`src/rtl/snn_pkg.sv`:
```
// Shared types and helpers for the parametrised SNN core.
// Latency: none, declarations and a combinational function only.
// Backpressure: not applicable.
package snn_pkg;

  typedef enum logic [1:0] {IDLE, ENC, ACC, FIRE} state_t;

  // Signed add that saturates the result to a w-bit two's complement range.
  function automatic logic signed [63:0] sat_add(input logic signed [63:0] a,
                                                 input logic signed [63:0] b,
                                                 input int w);
    logic signed [63:0] s;
    logic signed [63:0] hi;
    logic signed [63:0] lo;
    s  = a + b;
    hi = (64'sd1 <<< (w - 1)) - 64'sd1;
    lo = -hi - 64'sd1;
    if (s > hi) return hi;
    if (s < lo) return lo;
    return s;
  endfunction

endpackage

```
`src/rtl/snn_lif_unit.sv`:
```
// One LIF output neuron: weighted-sum accumulator, leak/saturate/floor, fire, window spike counter.
// Latency: spike and latched count registered on the fire cycle.
// Backpressure: none; strobes from the core sequencer are acted on unconditionally.
module snn_lif_unit
  import snn_pkg::*;
#(
  parameter int WW         = 16,
  parameter int VW         = 24,
  parameter int CW         = 10,
  parameter int V_TH       = 4096,
  parameter int V_RESET    = 0,
  parameter int V_MIN      = -16384,
  parameter int LEAK_SHIFT = 4
) (
  input  logic                 clk,
  input  logic                 rst_n,
  input  logic                 clr,
  input  logic                 add_en,
  input  logic signed [WW-1:0] w,
  input  logic                 fire,
  input  logic                 win_end,
  output logic                 spike,
  output logic [CW-1:0]        spike_cnt
);

  logic signed [VW-1:0] sum;
  logic signed [VW-1:0] v;
  logic signed [VW-1:0] v_leak;
  logic signed [VW-1:0] v_new;
  logic signed [63:0]   v_wide;
  logic [CW-1:0]        cnt;
  logic [CW-1:0]        cnt_inc;
  logic                 fire_now;

  always_comb begin
    v_leak = v - (v >>> LEAK_SHIFT);
    v_wide = sat_add(64'(v_leak), 64'(sum), VW);
    if (v_wide < 64'(V_MIN)) v_wide = 64'(V_MIN);
    v_new    = v_wide[VW-1:0];
    fire_now = (v_wide >= 64'(V_TH));
    cnt_inc  = (fire_now && (cnt != '1)) ? cnt + 1'b1 : cnt;
  end

  always_ff @(posedge clk or negedge rst_n) begin
    if (!rst_n) begin
      sum       <= '0;
      v         <= '0;
      cnt       <= '0;
      spike     <= 1'b0;
      spike_cnt <= '0;
    end else begin
      if (clr) sum <= '0;
      else if (add_en) sum <= sum + VW'(w);
      if (fire) begin
        spike <= fire_now;
        v     <= fire_now ? VW'(V_RESET) : v_new;
        // Latch the post-increment count so the closing step's spike is kept.
        if (win_end) begin
          spike_cnt <= cnt_inc;
          cnt       <= '0;
        end else begin
          cnt <= cnt_inc;
        end
      end
    end
  end

endmodule

```
`src/rtl/snn_core_param.sv`:
```
// SNN core: rate encoders, runtime-writable weight array, sequential accumulate into N_OUT LIF neurons.
// Latency: spike_valid N_IN+2 edges after the edge that samples en.
// Backpressure: en only accepted in IDLE (else overrun sticks); weight writes only while w_ready.
module snn_core_param
  import snn_pkg::*;
#(
  parameter int N_IN       = 4,
  parameter int N_OUT      = 2,
  parameter int SW         = 12,
  parameter int WW         = 16,
  parameter int VW         = 24,
  parameter int V_TH       = 4096,
  parameter int V_RESET    = 0,
  parameter int V_MIN      = -16384,
  parameter int LEAK_SHIFT = 4,
  parameter int WIN_TICKS  = 8,
  parameter int CW         = 10,
  localparam int NW        = N_IN * N_OUT,
  localparam int AW        = (NW > 1) ? $clog2(NW) : 1
) (
  input  logic                  clk,
  input  logic                  rst_n,
  input  logic                  en,
  input  logic [N_IN*SW-1:0]    sensor_in,
  input  logic [N_IN*SW-1:0]    enc_thr,
  input  logic                  w_we,
  input  logic [AW-1:0]         w_addr,
  input  logic signed [WW-1:0]  w_data,
  output logic                  w_ready,
  output logic                  busy,
  output logic [N_OUT-1:0]      out_spike,
  output logic                  spike_valid,
  output logic [N_OUT*CW-1:0]   spike_cnt,
  output logic                  cnt_valid,
  output logic                  overrun
);

  localparam int IW  = (N_IN > 1) ? $clog2(N_IN) : 1;
  localparam int WXW = $clog2(WIN_TICKS + 1);

  state_t               state;
  logic [IW-1:0]        idx;
  logic [WXW-1:0]       win_idx;
  logic [N_IN-1:0]      pre_spk;
  logic [SW:0]          enc_acc [N_IN];
  logic [SW:0]          enc_sum [N_IN];
  logic [N_IN-1:0]      enc_hit;
  logic signed [WW-1:0] w_mem [NW];
  logic                 win_end;

  assign busy    = (state != IDLE);
  assign w_ready = (state == IDLE);
  assign win_end = (win_idx == WXW'(WIN_TICKS - 1));

  always_comb begin
    for (int i = 0; i < N_IN; i++) begin
      enc_sum[i] = enc_acc[i] + {1'b0, sensor_in[i*SW +: SW]};
      enc_hit[i] = (enc_sum[i] >= {1'b0, enc_thr[i*SW +: SW]});
    end
  end

  always_ff @(posedge clk or negedge rst_n) begin
    if (!rst_n) begin
      state       <= IDLE;
      idx         <= '0;
      win_idx     <= '0;
      pre_spk     <= '0;
      spike_valid <= 1'b0;
      cnt_valid   <= 1'b0;
      overrun     <= 1'b0;
      for (int i = 0; i < N_IN; i++) enc_acc[i] <= '0;
      for (int k = 0; k < NW; k++) w_mem[k] <= '0;
    end else begin
      spike_valid <= 1'b0;
      cnt_valid   <= 1'b0;
      if (en && (state != IDLE)) overrun <= 1'b1;
      if (w_we && (state == IDLE)) w_mem[w_addr] <= w_data;
      case (state)
        IDLE: if (en) state <= ENC;
        ENC: begin
          for (int i = 0; i < N_IN; i++) begin
            pre_spk[i] <= enc_hit[i];
            enc_acc[i] <= enc_hit[i] ? enc_sum[i] - {1'b0, enc_thr[i*SW +: SW]} : enc_sum[i];
          end
          idx   <= '0;
          state <= ACC;
        end
        ACC: begin
          idx <= idx + 1'b1;
          if (idx == IW'(N_IN - 1)) state <= FIRE;
        end
        FIRE: begin
          spike_valid <= 1'b1;
          if (win_end) begin
            cnt_valid <= 1'b1;
            win_idx   <= '0;
          end else begin
            win_idx <= win_idx + 1'b1;
          end
          state <= IDLE;
        end
        default: state <= IDLE;
      endcase
    end
  end

  // One input channel per ACC cycle feeds every neuron in parallel.
  for (genvar j = 0; j < N_OUT; j++) begin : g_lif
    logic [AW-1:0]        rd_addr;
    logic signed [WW-1:0] w_sel;
    assign rd_addr = AW'(int'(idx) * N_OUT + j);
    assign w_sel   = w_mem[rd_addr];

    snn_lif_unit #(
      .WW(WW), .VW(VW), .CW(CW), .V_TH(V_TH), .V_RESET(V_RESET),
      .V_MIN(V_MIN), .LEAK_SHIFT(LEAK_SHIFT)
    ) u_lif (
      .clk       (clk),
      .rst_n     (rst_n),
      .clr       (state == ENC),
      .add_en    ((state == ACC) && pre_spk[idx]),
      .w         (w_sel),
      .fire      (state == FIRE),
      .win_end   (win_end),
      .spike     (out_spike[j]),
      .spike_cnt (spike_cnt[j*CW +: CW])
    );
  end

endmodule
```
`config.mk`:
```
export PLATFORM = sky130hd
export DESIGN_NAME = snn_core_param
export DESIGN_NICKNAME = d
export VERILOG_FILES = /design/src/rtl/snn_pkg.sv /design/src/rtl/snn_lif_unit.sv /design/src/rtl/snn_core_param.sv
export SDC_FILE = /design/constraint.sdc
export NUM_CORES = 1
export LEC_CHECK = 0
export BUFFER_PORTS_ARGS = -buffer_cell sky130_fd_sc_hd__buf_2
export CORE_MARGIN = 3
export CORE_UTILIZATION = 35
export CTS_CLUSTER_DIAMETER = 150
export CTS_CLUSTER_SIZE = 40
export DETAILED_ROUTE_END_ITERATION = 16
export MAX_ROUTING_LAYER = met4
export RECOVER_POWER = 25
export SLEW_MARGIN = 20
export SYNTH_ARGS = -nofsm -noshare
export SYNTH_HDL_FRONTEND = slang
export SYNTH_HIERARCHICAL = 1
export SYNTH_SLANG_ARGS = --single-unit
```
`constraint.sdc`:
```
create_clock -name clk -period 6.6 [get_ports clk]
set_input_delay 1.32 -clock clk [delete_from_list [all_inputs] [get_ports clk]]
set_output_delay 1.32 -clock clk [all_outputs]
set_load 0.1 [all_outputs]
```
### Yosys cells after proc, flatten, opt, wreduce, memory -nomap -nowiden

Cells that the tools add are included.

| word-level totals | value |
|---|---|
| bits in latches | 0 |
| bits of input ports | 119 |
| memories | 0 |
| memory bits (writable) | 0 |
| bits in read-only memories | 0 |
| output and inout port bits | 27 |
| logic and storage cells | 138 |
| bits in registers | 333 |

| cells by class | value |
|---|---|
| divide/modulo/power cells | 0 |
| shifts and indexed selects | 0 |
| multiplexer cells | 49 |
| order comparisons | 17 |
| equal/unequal tests | 9 |
| bitwise operators | 3 |
| $add $sub $neg | 19 |
| reduce and logical (&&, ||, !) cells | 12 |
| $mul | 0 |

Operators with widths:

| kind | count |
|---|---|
| 64-bit 2-to-1 mux | 10 |
| 24-bit 2-to-1 mux | 6 |
| 128-bit bitwise mux | 1 |
| 64-bit by 14-bit greater-or-equal comparator with 1-bit output (second input constant) | 2 |
| 64-bit by 24-bit > comparator with 1-bit output (second input constant) | 2 |
| 64-bit by 15-bit < comparator with 1-bit output (second input constant) | 2 |
| 64-bit by 24-bit < comparator with 1-bit output (second input constant) | 2 |
| 16-bit binary-select mux with 3-bit select | 2 |
| 16-bit 2-to-1 mux | 5 |
| 13-bit by 12-bit adder with 13-bit output | 4 |
| 13-bit by 12-bit greater-or-equal comparator with 1-bit output | 4 |
| 13-bit 2-to-1 mux | 4 |
| 13-bit by 12-bit subtractor with 13-bit output | 4 |
| 24-bit by 24-bit adder with 25-bit output | 2 |
| 24-bit by 16-bit adder with 24-bit output | 2 |
| 16-bit demux with 3-bit select | 1 |
| 24-bit by 20-bit subtractor with 24-bit output | 2 |
| 10-bit 2-to-1 mux | 4 |
| 10-bit by 1-bit adder with 10-bit output (second input constant) | 2 |
| 10-bit != test (second input constant) | 2 |
| 4-bit greater-or-equal comparator (second input constant) | 3 |
| 3-bit inverter with 4-bit output | 3 |
| 1-bit 2-to-1 mux | 10 |
| 2-bit one-hot mux with 4 select lines | 1 |
| other kinds (17) | 29 |

### Longest topological paths before layout

Gate-level depths: netlist of the first run.

| depth | value |
|---|---|
| depth after elaboration | 13 |
| mapped depth | 26 |
| gate-level depth less buffers | 24 |

### By module

Netlist of the first run, hierarchy kept.

Modules (own cells, without submodules):

| module | times used | seq. area each (um2) | area an instance (um2) | cells each |
|---|---|---|---|---|
| snn_core_param | 1 | 4879.7 | 13070.0 | 1255 |
| snn_lif_unit at g_lif[1].u_lif | 1 | 1726.7 | 6810.3 | 815 |
| snn_lif_unit at g_lif[0].u_lif | 1 | 1726.7 | 6666.4 | 796 |

### Worst setup path after synthesis of the first run

OpenSTA, ideal clock, no wires.

| timing path | value |
|---|---|
| path type | flip-flop to flip-flop |
| start | reg g_lif[1].u_lif.v[5] |
| end | reg g_lif[1].u_lif.cnt[9] |
| library setup time | 0.082 ns |
| slack | 1.129 ns |
| cell stages (with the launch flop) | 25 |
| clock period less this slack | 5.471 ns |
| required time | 6.518 ns |
| arrival | 5.389 ns |
| buffers on the path | 2 |
| cells stage by stage | dfrtp_1 > inv_1 > ha_1 > nor2b_1 > o21a_1 > o21ai_0 > a211oi_1 > o31ai_1 > o311ai_0 > o211ai_1 > o211ai_1 > a21oi_1 > xnor2_1 > ha_1 > clkbuf_1 > and3_1 > a221oi_1 > nor2b_1 > a311oi_1 > o21ai_0 > o2bb2ai_2 > nor3_4 > buf_2 > o41a_1 > a31oi_1 |

| on the way | value |
|---|---|
| longest elaborated chain between the ends | 13 |
| elaborated cells between the ends (all ways) | 16 |
| those cells by class | add/sub (2); order compare (4); mux (9); reduce/logical (1) |

Ends and longest elaborated chain:

| item | RTL line | RTL |
|---|---|---|
| from (decl) | snn_lif_unit.sv:27 | `logic signed [VW-1:0] v;` |
| from (signal assigned) | snn_lif_unit.sv:56 | `v <= fire_now ? VW'(V_RESET) : v_new;` |
| 24-bit by 20-bit subtractor with 24-bit output * | snn_lif_unit.sv:36 | `v_leak = v - (v >>> LEAK_SHIFT);` |
| 24-bit by 24-bit adder with 25-bit output * | snn_pkg.sv:15 | `s = a + b;` |
| 64-bit by 24-bit < comparator with 1-bit output | snn_pkg.sv:19 | `if (s < lo) return lo;` |
| 1-bit 2-to-1 mux (2 in a row) | snn_pkg.sv:19 |  |
| 64-bit 2-to-1 mux | snn_pkg.sv:20 | `return s;` |
| 64-bit 2-to-1 mux * | snn_pkg.sv:19 |  |
| 64-bit by 15-bit < comparator with 1-bit output | snn_lif_unit.sv:38 | `if (v_wide < 64'(V_MIN)) v_wide = 64'(V_MIN);` |
| 64-bit 2-to-1 mux * | snn_lif_unit.sv:38 |  |
| 64-bit by 14-bit greater-or-equal comparator with 1-bit output * | snn_lif_unit.sv:40 | `fire_now = (v_wide >= 64'(V_TH));` |
| 1-bit logical AND * | snn_lif_unit.sv:41 | `cnt_inc = (fire_now && (cnt != '1)) ? cnt + 1'b1 : cnt;` |
| 10-bit 2-to-1 mux * | snn_lif_unit.sv:41 |  |
| 10-bit 2-to-1 mux * | snn_lif_unit.sv:58 | `if (win_end) begin` |
| to (signal assigned) | snn_lif_unit.sv:62 | `cnt <= cnt_inc;` |
| to (decl) | snn_lif_unit.sv:31 | `logic [CW-1:0] cnt;` |

Mark *: on every way between the ends. The rest lies on a longest branch, timed or not. The select of a mux whose other input is x is not followed.
A chain may end at the register's enable or synchronous reset.

### Worst setup path in the final report of the first run

| timing path | value |
|---|---|
| start | reg g_lif[1].u_lif.v[5] |
| end | reg g_lif[1].u_lif.v[2] |

| on the way | value |
|---|---|
| longest elaborated chain between the ends | 11 |
| elaborated cells between the ends (all ways) | 14 |
| those cells by class | add/sub (2); order compare (4); mux (8) |

Ends and longest elaborated chain:

| item | RTL line |
|---|---|
| 24-bit by 20-bit subtractor with 24-bit output * | snn_lif_unit.sv:36 |
| 24-bit by 24-bit adder with 25-bit output * | snn_pkg.sv:15 |
| 64-bit by 24-bit < comparator with 1-bit output | snn_pkg.sv:19 |
| 1-bit 2-to-1 mux (2 in a row) | snn_pkg.sv:19 |
| 64-bit 2-to-1 mux | snn_pkg.sv:20 |
| 64-bit 2-to-1 mux * | snn_pkg.sv:19 |
| 64-bit by 15-bit < comparator with 1-bit output | snn_lif_unit.sv:38 |
| 64-bit 2-to-1 mux * | snn_lif_unit.sv:38 |
| 64-bit by 14-bit greater-or-equal comparator with 1-bit output | snn_lif_unit.sv:40 |
| 24-bit 2-to-1 mux * | snn_lif_unit.sv:56 |

Marked as above.

==> flow_metrics.py, run 1 <==
metrics = {
    "floorplanning": {
        "placement_rows": 100,
        "die_area_sq_mm": 0.0792,
        "floorplan.die.height_microns": 281,
        "die_width_microns": 281,
        "initial_core_util": 0.355,
        "ioPinCount": 146,
        "core_region_area_sq_mm": 0.0748,
    },
    "clock_tree": {
        "root_buffer": "clkbuf_16",
        "clock_sinks": 333,
        "clk_pin_slew_ns": 0.15,
        "clk_latency_ns": 0.56,
        "cts_hold_repair.buffers": 0,
        "clock_tree_from_tritoncts": "done",
        "cts-buffers-inserted": 14,
        "cts_buffer_depth": 3,
        "cts_htree_levels": 1,
    },
    "hold_path": {
        "worst_hold_startpoint": "overrun",
        "worstHoldPathType": "flip-flop to flip-flop",
    },
    "timing": {
        "slew_violations": 87,
        "final.period_utilization": 0.923,
        "layout_setup_ws_ns": 0.510,
        "worst_hold_slack_ns": 0.465,
        "slew_at_the_pin_with_the_worst_max_slew_slack_ns": 5.07,
        "report.final.setup_viol": 0,
        "finClkSkew_ns": 0.0364,
        "timing.slew.headroom": -2.38,
        "clock.fmax_ghz": 0.164,
        "period_minus_slack_ns": 6.09,
        "finalHoldViolations": 0,
        "grt_setup_unrepaired": "false",
        "setup_tns_ns": 0,
    },
    "place": {
        "place.gp.congestion": 0.897,
        "placement.io_buffers": 145,
        "dp_worst_setup_slack_ns": 0.424,
        "detailedPlacementHpwl_microns": 49300,
    },
    "logic_synthesis": {
        "synth_flop_cell": "dfrtp_1",
        "netlist.area_leader.share": 0.314,
        "synth_edf_count": 0,
        "synthesis.nets": 3249,
        "avgSynthCellArea_sq_um": 9.26,
        "ys_seq_elements": 333,
        "netlist_top_cells_area": "dfrtp_1, ha_1, mux2_2",
        "netlist_area_before_placement_sq_mm": 0.0265,
        "async_sr_flop_fraction": 1.00,
        "yosys.area.top_type": "dfrtp_1",
        "synth_common_cells": "dfrtp_1, ha_1, nor2_1",
        "netlist_instances": 2866,
        "synth-warning-count": 6,
        "yosys.cell_types.count": 101,
        "synth_seq_area_share": 0.314,
        "synthMostInstantiatedCell": "dfrtp_1",
    },
    "drt": {
        "wirelength_microns": 65500,
        "route.vias.total": 21404,
        "dr.first_iter.drc_count": 1252,
        "route.antenna.remaining_nets": 0,
        "wirelength_met1_microns": 32300,
        "drcViolationCount": 0,
        "met2_wirelength_microns": 29500,
        "routedWlPerCell_microns": 16.5,
        "wl_met3_microns": 2920,
        "vias_per_cell": 5.41,
        "dr.pass1.iters": 5,
        "top_layer": "met4",
    },
    "finish": {
        "final.fill_count": 7587,
        "number_of_nets_in_the_finished_design": 3350,
        "layout-area-overhead-vs-synth_pct": 9.07,
        "final_core_util": 0.387,
        "fraction_of_layout_instances_using_a_drive_strength_above_1": 0.145,
    },
    "global_routing": {
        "grt_max_degree": 111,
        "grt_first_pass_wirelength_microns": 108000,
        "grt_antenna_before_repair": 17,
        "groute.usage.overall": 0.169,
        "first_global_vias": 20750,
        "grt_overflow_total": 0,
    },
    "setup_path": {
        "worst_r2r_startpoint": "g_lif[1].u_lif/v[5]",
        "endpoint_kind": "flip-flop",
        "timing.setup.critical_path_class": "flip-flop to flip-flop",
        "required_ns": 7.09,
        "timing.critical_path.fanout_max": 14,
        "worst_setup_path_start_kind": "flip-flop",
        "worst_setup_path_startpoint": "g_lif[1].u_lif/v[5]",
        "worst-endpoint-arrival_ns": 6.58,
    },
    "job": {
        "cap_viol_max_count": 2,
    },
    "outcome": {
        "violated_checks": "capacitance limit, slew limit",
        "run_status": "complete, but fails checks",
    },
}
-- layout by cell type (no fill, tap or decap), types with 56 or more instances in the layout --
master and n:
o21ai_0 163, nor2_1 246, buf_2 144, mux2i_1 56, mux2_2 136, a21oi_1 189, nand2_1 139, nand3_1 67
xnor2_1 125, dfrtp_1 333, inv_1 192, nor3_1 62, ha_1 249, a21o_1 80
-- what timing repair did --
action,4_1_cts,5_1_grt
resized for setup,0,2
buffers inserted,0,1
setup endpoints to repair,0,28
-- layer usage --
metal / global-route usage / vias up
met5: - / -
met4: 0.0244 / 0
met3: 0.0262 / 37
li1: - / 10742
met1: 0.233 / 10321
met2: 0.267 / 304
-- critical path, stage by stage (launching register included) --
cell and delay, ns:
dfrtp_1 0.45, inv_1 0.06, ha_1 0.26, nor2b_1 0.12, o21a_1 0.17, o21ai_0 0.28
a211oi_1 0.15, o31ai_1 0.49, o311ai_0 0.29, o211ai_1 0.22, buf_4 0.16, nor2b_1 0.04
o21ai_0 0.13, a21oi_1 0.11, ha_1 0.34, o21ai_0 0.21, nand2b_1 0.12, and4_1 0.23
a2111oi_0 0.39, o211ai_1 0.21, nor3_1 0.23, nand2_1 0.06, or4_1 0.49, a2111oi_4 0.37
buf_4 0.27, a22o_1 0.15
-- registers in the layout (all words and copies together) (netlist names) --
signal	flops
w_mem	128
enc_acc	52
g_lif.u_lif/sum	48
g_lif.u_lif/v	48
g_lif.u_lif/cnt	20
g_lif.u_lif/spike_cnt	20
pre_spk	4
win_idx	4
g_lif.u_lif/spike	2
idx	2
state	2
cnt_valid	1
overrun	1
spike_valid	1
-- cell families (layout without fill, tap and decap cells) --
| family | count (synthesis) | count (layout) | synth area share |
|---|---|---|---|
| simple gates | 780 | 780 | 0.147 |
| compound gates | 805 | 805 | 0.205 |
| fa+ha+maj | 264 | 264 | 0.128 |
| other cells | 0 | 16 | 0 |
| mux | 225 | 225 | 0.107 |
| xor+xnor | 173 | 173 | 0.0571 |
| flops | 333 | 333 | 0.314 |
| buf+inv | 286 | 395 | 0.0417 |
-- metrics by stage --
step,area (sq um),instances
2_1_floorplan,26500,2866
3_3_place_gp,28400,3919
3_5_place_dp,28400,3919
4_1_cts,28900,3943
5_1_grt,29000,3959
6_report,29000,3960
-- cell type report --
| cell class | instances | area [sq um] | area share |
|---|---|---|---|
| Clock inverter | 6 | 121 | 0.00419 |
| Sequential cell | 333 | 8330 | 0.288 |
| Timing Repair Buffer | 177 | 990 | 0.0342 |
| Inverter | 194 | 728 | 0.0252 |
| Clock buffer | 18 | 397 | 0.0137 |
| Tap cell | 969 | 1210 | 0.0419 |
| Antenna cell | 16 | 40.0 | 0.00138 |
| Multi-Input combinational cell | 2247 | 17100 | 0.592 |
-- path summary, 6_finish.rpt --
check | cells after the start | end | slack, ns
min in group asynchronous | 1 | g_lif[1].u_lif/sum[12] | 2.60
min reg2reg | 1 | overrun | 0.46
max reg2reg | 25 | g_lif[1].u_lif/v[2] | 0.51
max | 25 | g_lif[1].u_lif/v[2] | 0.51
min | 1 | overrun | 0.46
max in group asynchronous | 1 | w_mem[70] | 1.20
Power of run 1 is not shown: default switching activity piles up to over one toggle a cycle in this logic, so the estimate is an artifact.
==> run 2: changes to the inputs <==
--- a/config.mk
+++ b/config.mk
@@ -16,5 +16,4 @@
 export SLEW_MARGIN = 20
 export SYNTH_ARGS = -nofsm -noshare
 export SYNTH_HDL_FRONTEND = slang
-export SYNTH_HIERARCHICAL = 1
 export SYNTH_SLANG_ARGS = --single-unit
==> run 2 against run 1 <==
The run still ends with capacitance limit, slew limit left. Sequential cell count is the same. Wire length fell by 9.4%. Hold slack gained 0.026 ns. Final cell count down 5.3%. Clock skew increased by 0.011 ns. Sequential share of layout area is 1.4 points higher. Highest routed layer unchanged. Via count is 9.9% lower. Critical path type unchanged. Design area shrank 4.5%. Non-clock buffer count shrank 2. Die area is 4.4% lower. Largest cell class unchanged. Setup slack better by 0.12 ns. Critical path depth fell by 3.
==> flow_metrics.py, run 2 <==
metrics = {
    "outcome": {
        "run_status": "complete, but fails checks",
        "violated_checks": "capacitance limit, slew limit",
    },
    "timing": {
        "finClkSkew_ns": 0.0470,
        "slew_violations": 156,
        "period_minus_slack_ns": 5.97,
        "setup_tns_ns": 0,
        "final.period_utilization": 0.905,
        "layout_setup_ws_ns": 0.627,
        "clock.fmax_ghz": 0.167,
        "finalHoldViolations": 0,
        "report.final.setup_viol": 0,
        "timing.slew.headroom": -1.96,
        "slew_at_the_pin_with_the_worst_max_slew_slack_ns": 4.45,
        "grt_setup_unrepaired": "false",
    },
    "place": {
        "post-place-cells": 3721,
        "dp_worst_setup_slack_ns": 0.717,
        "detailedPlacementHpwl_microns": 44200,
        "place.gp.congestion": 0.886,
        "placement.io_buffers": 145,
    },
    "clock_tree": {
        "cts_buffer_depth": 3,
        "clock_tree_from_tritoncts": "done",
        "cts-buffers-inserted": 14,
        "post_cts_setup_buffer_count": 0,
        "clk_latency_ns": 0.56,
        "clk_pin_slew_ns": 0.14,
        "cts_resized": 0,
        "root_buffer": "clkbuf_16",
        "cts_hold_repair.buffers": 0,
        "cts_htree_levels": 1,
        "clock_sinks": 333,
    },
    "drt": {
        "vias_per_cell": 5.14,
        "route.antenna.remaining_nets": 0,
        "dr.first_iter.drc_count": 1047,
        "dr.pass1.iters": 6,
        "routedWlPerCell_microns": 15.8,
        "wirelength_microns": 59400,
        "drcViolationCount": 0,
        "route.vias.total": 19275,
    },
    "floorplanning": {
        "initial_core_util": 0.354,
        "die_width_microns": 275,
        "floorplan.die.height_microns": 275,
        "core_region_area_sq_mm": 0.0716,
        "placement_rows": 98,
        "die_area_sq_mm": 0.0757,
        "ioPinCount": 146,
    },
    "logic_synthesis": {
        "xor_and_xnor_fraction_of_the_mapped_netlist_area": 0.0691,
        "muxShareOfSynthArea": 0.109,
        "synthesis.nets": 3066,
        "synth_fa_ha_area_frac": 0.136,
        "synth_flop_cell": "dfrtp_1",
        "ys_seq_elements": 333,
        "avgSynthCellArea_sq_um": 9.45,
        "yosys.area.top_type": "dfrtp_1",
        "synthMostInstantiatedCell": "dfrtp_1",
        "async_sr_flop_fraction": 1.00,
        "netlist.area_leader.share": 0.329,
        "synth-warning-count": 0,
        "netlist_area_before_placement_sq_mm": 0.0253,
        "synth_top_family_by_area": "compound AO/OA/AOI/OAI gates",
        "synth_common_cells": "dfrtp_1, ha_1, a21oi_1",
        "post_synthesis_simple_gate_area_fraction": 0.129,
        "synth_seq_area_share": 0.329,
        "netlist_instances": 2682,
        "yosys.cell_types.count": 92,
        "synth_edf_count": 0,
        "netlist_top_cells_area": "dfrtp_1, ha_1, mux2_2",
        "synth_compound_area_frac": 0.186,
    },
    "global_routing": {
        "first_global_vias": 19037,
        "grt_first_pass_wirelength_microns": 98000,
        "grt_antenna_before_repair": 8,
        "groute.usage.overall": 0.160,
        "grt_overflow_total": 0,
        "grt_max_degree": 155,
    },
    "setup_path": {
        "worst_path_dominant_cell_family": "compound AO/OA/AOI/OAI gates",
        "worst_r2r_startpoint": "g_lif[1].u_lif.v[4]",
        "timing.reg2reg.worst_path_depth": 22,
        "cpMaxStageDelayCell": "a21oi_2",
        "buf_inv_on_cp": 0,
        "crit_chain": "ha_1 > fa_1 > nor2b_1 > o21ai_0 > a21boi_0 > o22a_1 > a211oi_1 > o31ai_1 > nor2_1 > xnor2_1 > ha_1 > nand2_1 > nor4b_1 > o211ai_1 > a31o_2 > and3b_1 > o22ai_1 > nor4_4 > a21oi_2 > nand4_1 > o21a_1 > a31oi_1",
        "slowest_cell_delay_on_critical_path_ns": 0.53,
        "cp_common_cell": "ha_1",
        "worst_r2r_endpoint": "g_lif[1].u_lif.cnt[6]",
        "required_ns": 7.06,
        "worst_setup_path_start_kind": "flip-flop",
        "worst-endpoint-arrival_ns": 6.43,
        "endpoint_kind": "flip-flop",
        "regToRegSetupSlack_ns": 0.63,
        "timing.setup.critical_path_class": "flip-flop to flip-flop",
        "timing.critical_path.fanout_max": 13,
    },
    "hold_path": {
        "hold_path_end": "g_lif[0].u_lif.spike_cnt[5]",
        "worst_hold_startpoint": "g_lif[0].u_lif.spike_cnt[5]",
        "worstHoldPathType": "flip-flop to flip-flop",
        "timing.hold.worst_path_depth": 2,
    },
    "finish": {
        "largest_registers_ranked_by_flip_flop_count": "w_mem (128), enc_acc (52)",
        "number_of_nets_in_the_finished_design": 3171,
        "final_common_cell": "dfrtp_1",
        "fraction_of_layout_instances_using_a_drive_strength_above_1": 0.148,
        "finish.cell_count_without_fillers": 3749,
        "layout-area-overhead-vs-synth_pct": 9.06,
        "top_register": "w_mem",
        "layout.cells.most_common_list": "dfrtp_1, ha_1, a21oi_1, nand2_1, nor2_1",
        "largest_register_ffs": 128,
    },
    "job": {
        "cap_viol_max_count": 3,
    },
}
-- run 2: how the worst max path moves through the flow --
stage	startpoint	end	slack, ns	cells past startpoint
after floorplan	sensor_in[0]	enc_acc[45]	1.51	21
after global placement	g_lif[1].u_lif.v[4]	g_lif[1].u_lif.v[0]	0.75	21
after detailed placement	g_lif[1].u_lif.v[4]	g_lif[1].u_lif.v[2]	0.72	21
after CTS	g_lif[1].u_lif.v[4]	g_lif[1].u_lif.v[2]	0.66	21
after global routing	rst_n	enc_acc[51]	0.09	2
final	g_lif[1].u_lif.v[4]	g_lif[1].u_lif.cnt[6]	0.63	22
-- run 2: kinds of logic after synthesis --
| kind of cell | count (synthesis) |
|---|---|
| AO/OA/AOI/OAI | 716 |
| XOR/XNOR | 200 |
| adder cells (fa/ha/maj) | 268 |
| buffers and inverters | 269 |
| flip-flops | 333 |
| multiplexers | 220 |
| AND/OR/NAND/NOR | 676 |
-- run 2: metal layers --
metal  up-vias  global-route usage  wire length (microns)  part of all wire
met3        37              0.0178                   1870             0.031
li1       9884                   -                      -                 -
met5         -                   -                      0                 0
met1      9117               0.220                  29700              0.50
met2       237               0.262                  27000              0.46
met4         0              0.0220                    768             0.013
-- run 2: cell type report --
type                            instances  area [sq um]
Fill cell                            7258         44000
Multi-Input combinational cell       2080         16000
Sequential cell                       333          8330
Tap cell                              950          1190
Timing Repair Buffer                  175           958
Inverter                              183           687
Clock buffer                           14           350
Clock inverter                          7           131
Antenna cell                            7          17.5
-- run 2: worst min-delay path: stages, from the launching register on --
cell,delay [ns]
dfrtp_1,0.36
nand2_1,0.04
o21ai_0,0.06
-- run 2: per-stage QoR --
step           hold WS, ns  area (sq um)  utilization
6_report             0.491         27600        0.386
5_1_grt              0.520         27600        0.386
4_1_cts              0.499         27600        0.386
3_5_place_dp         0.466         27200        0.379
3_3_place_gp         0.437         27200        0.379
2_1_floorplan        0.456         25300            -
Power of run 2 is left out for the same reason.
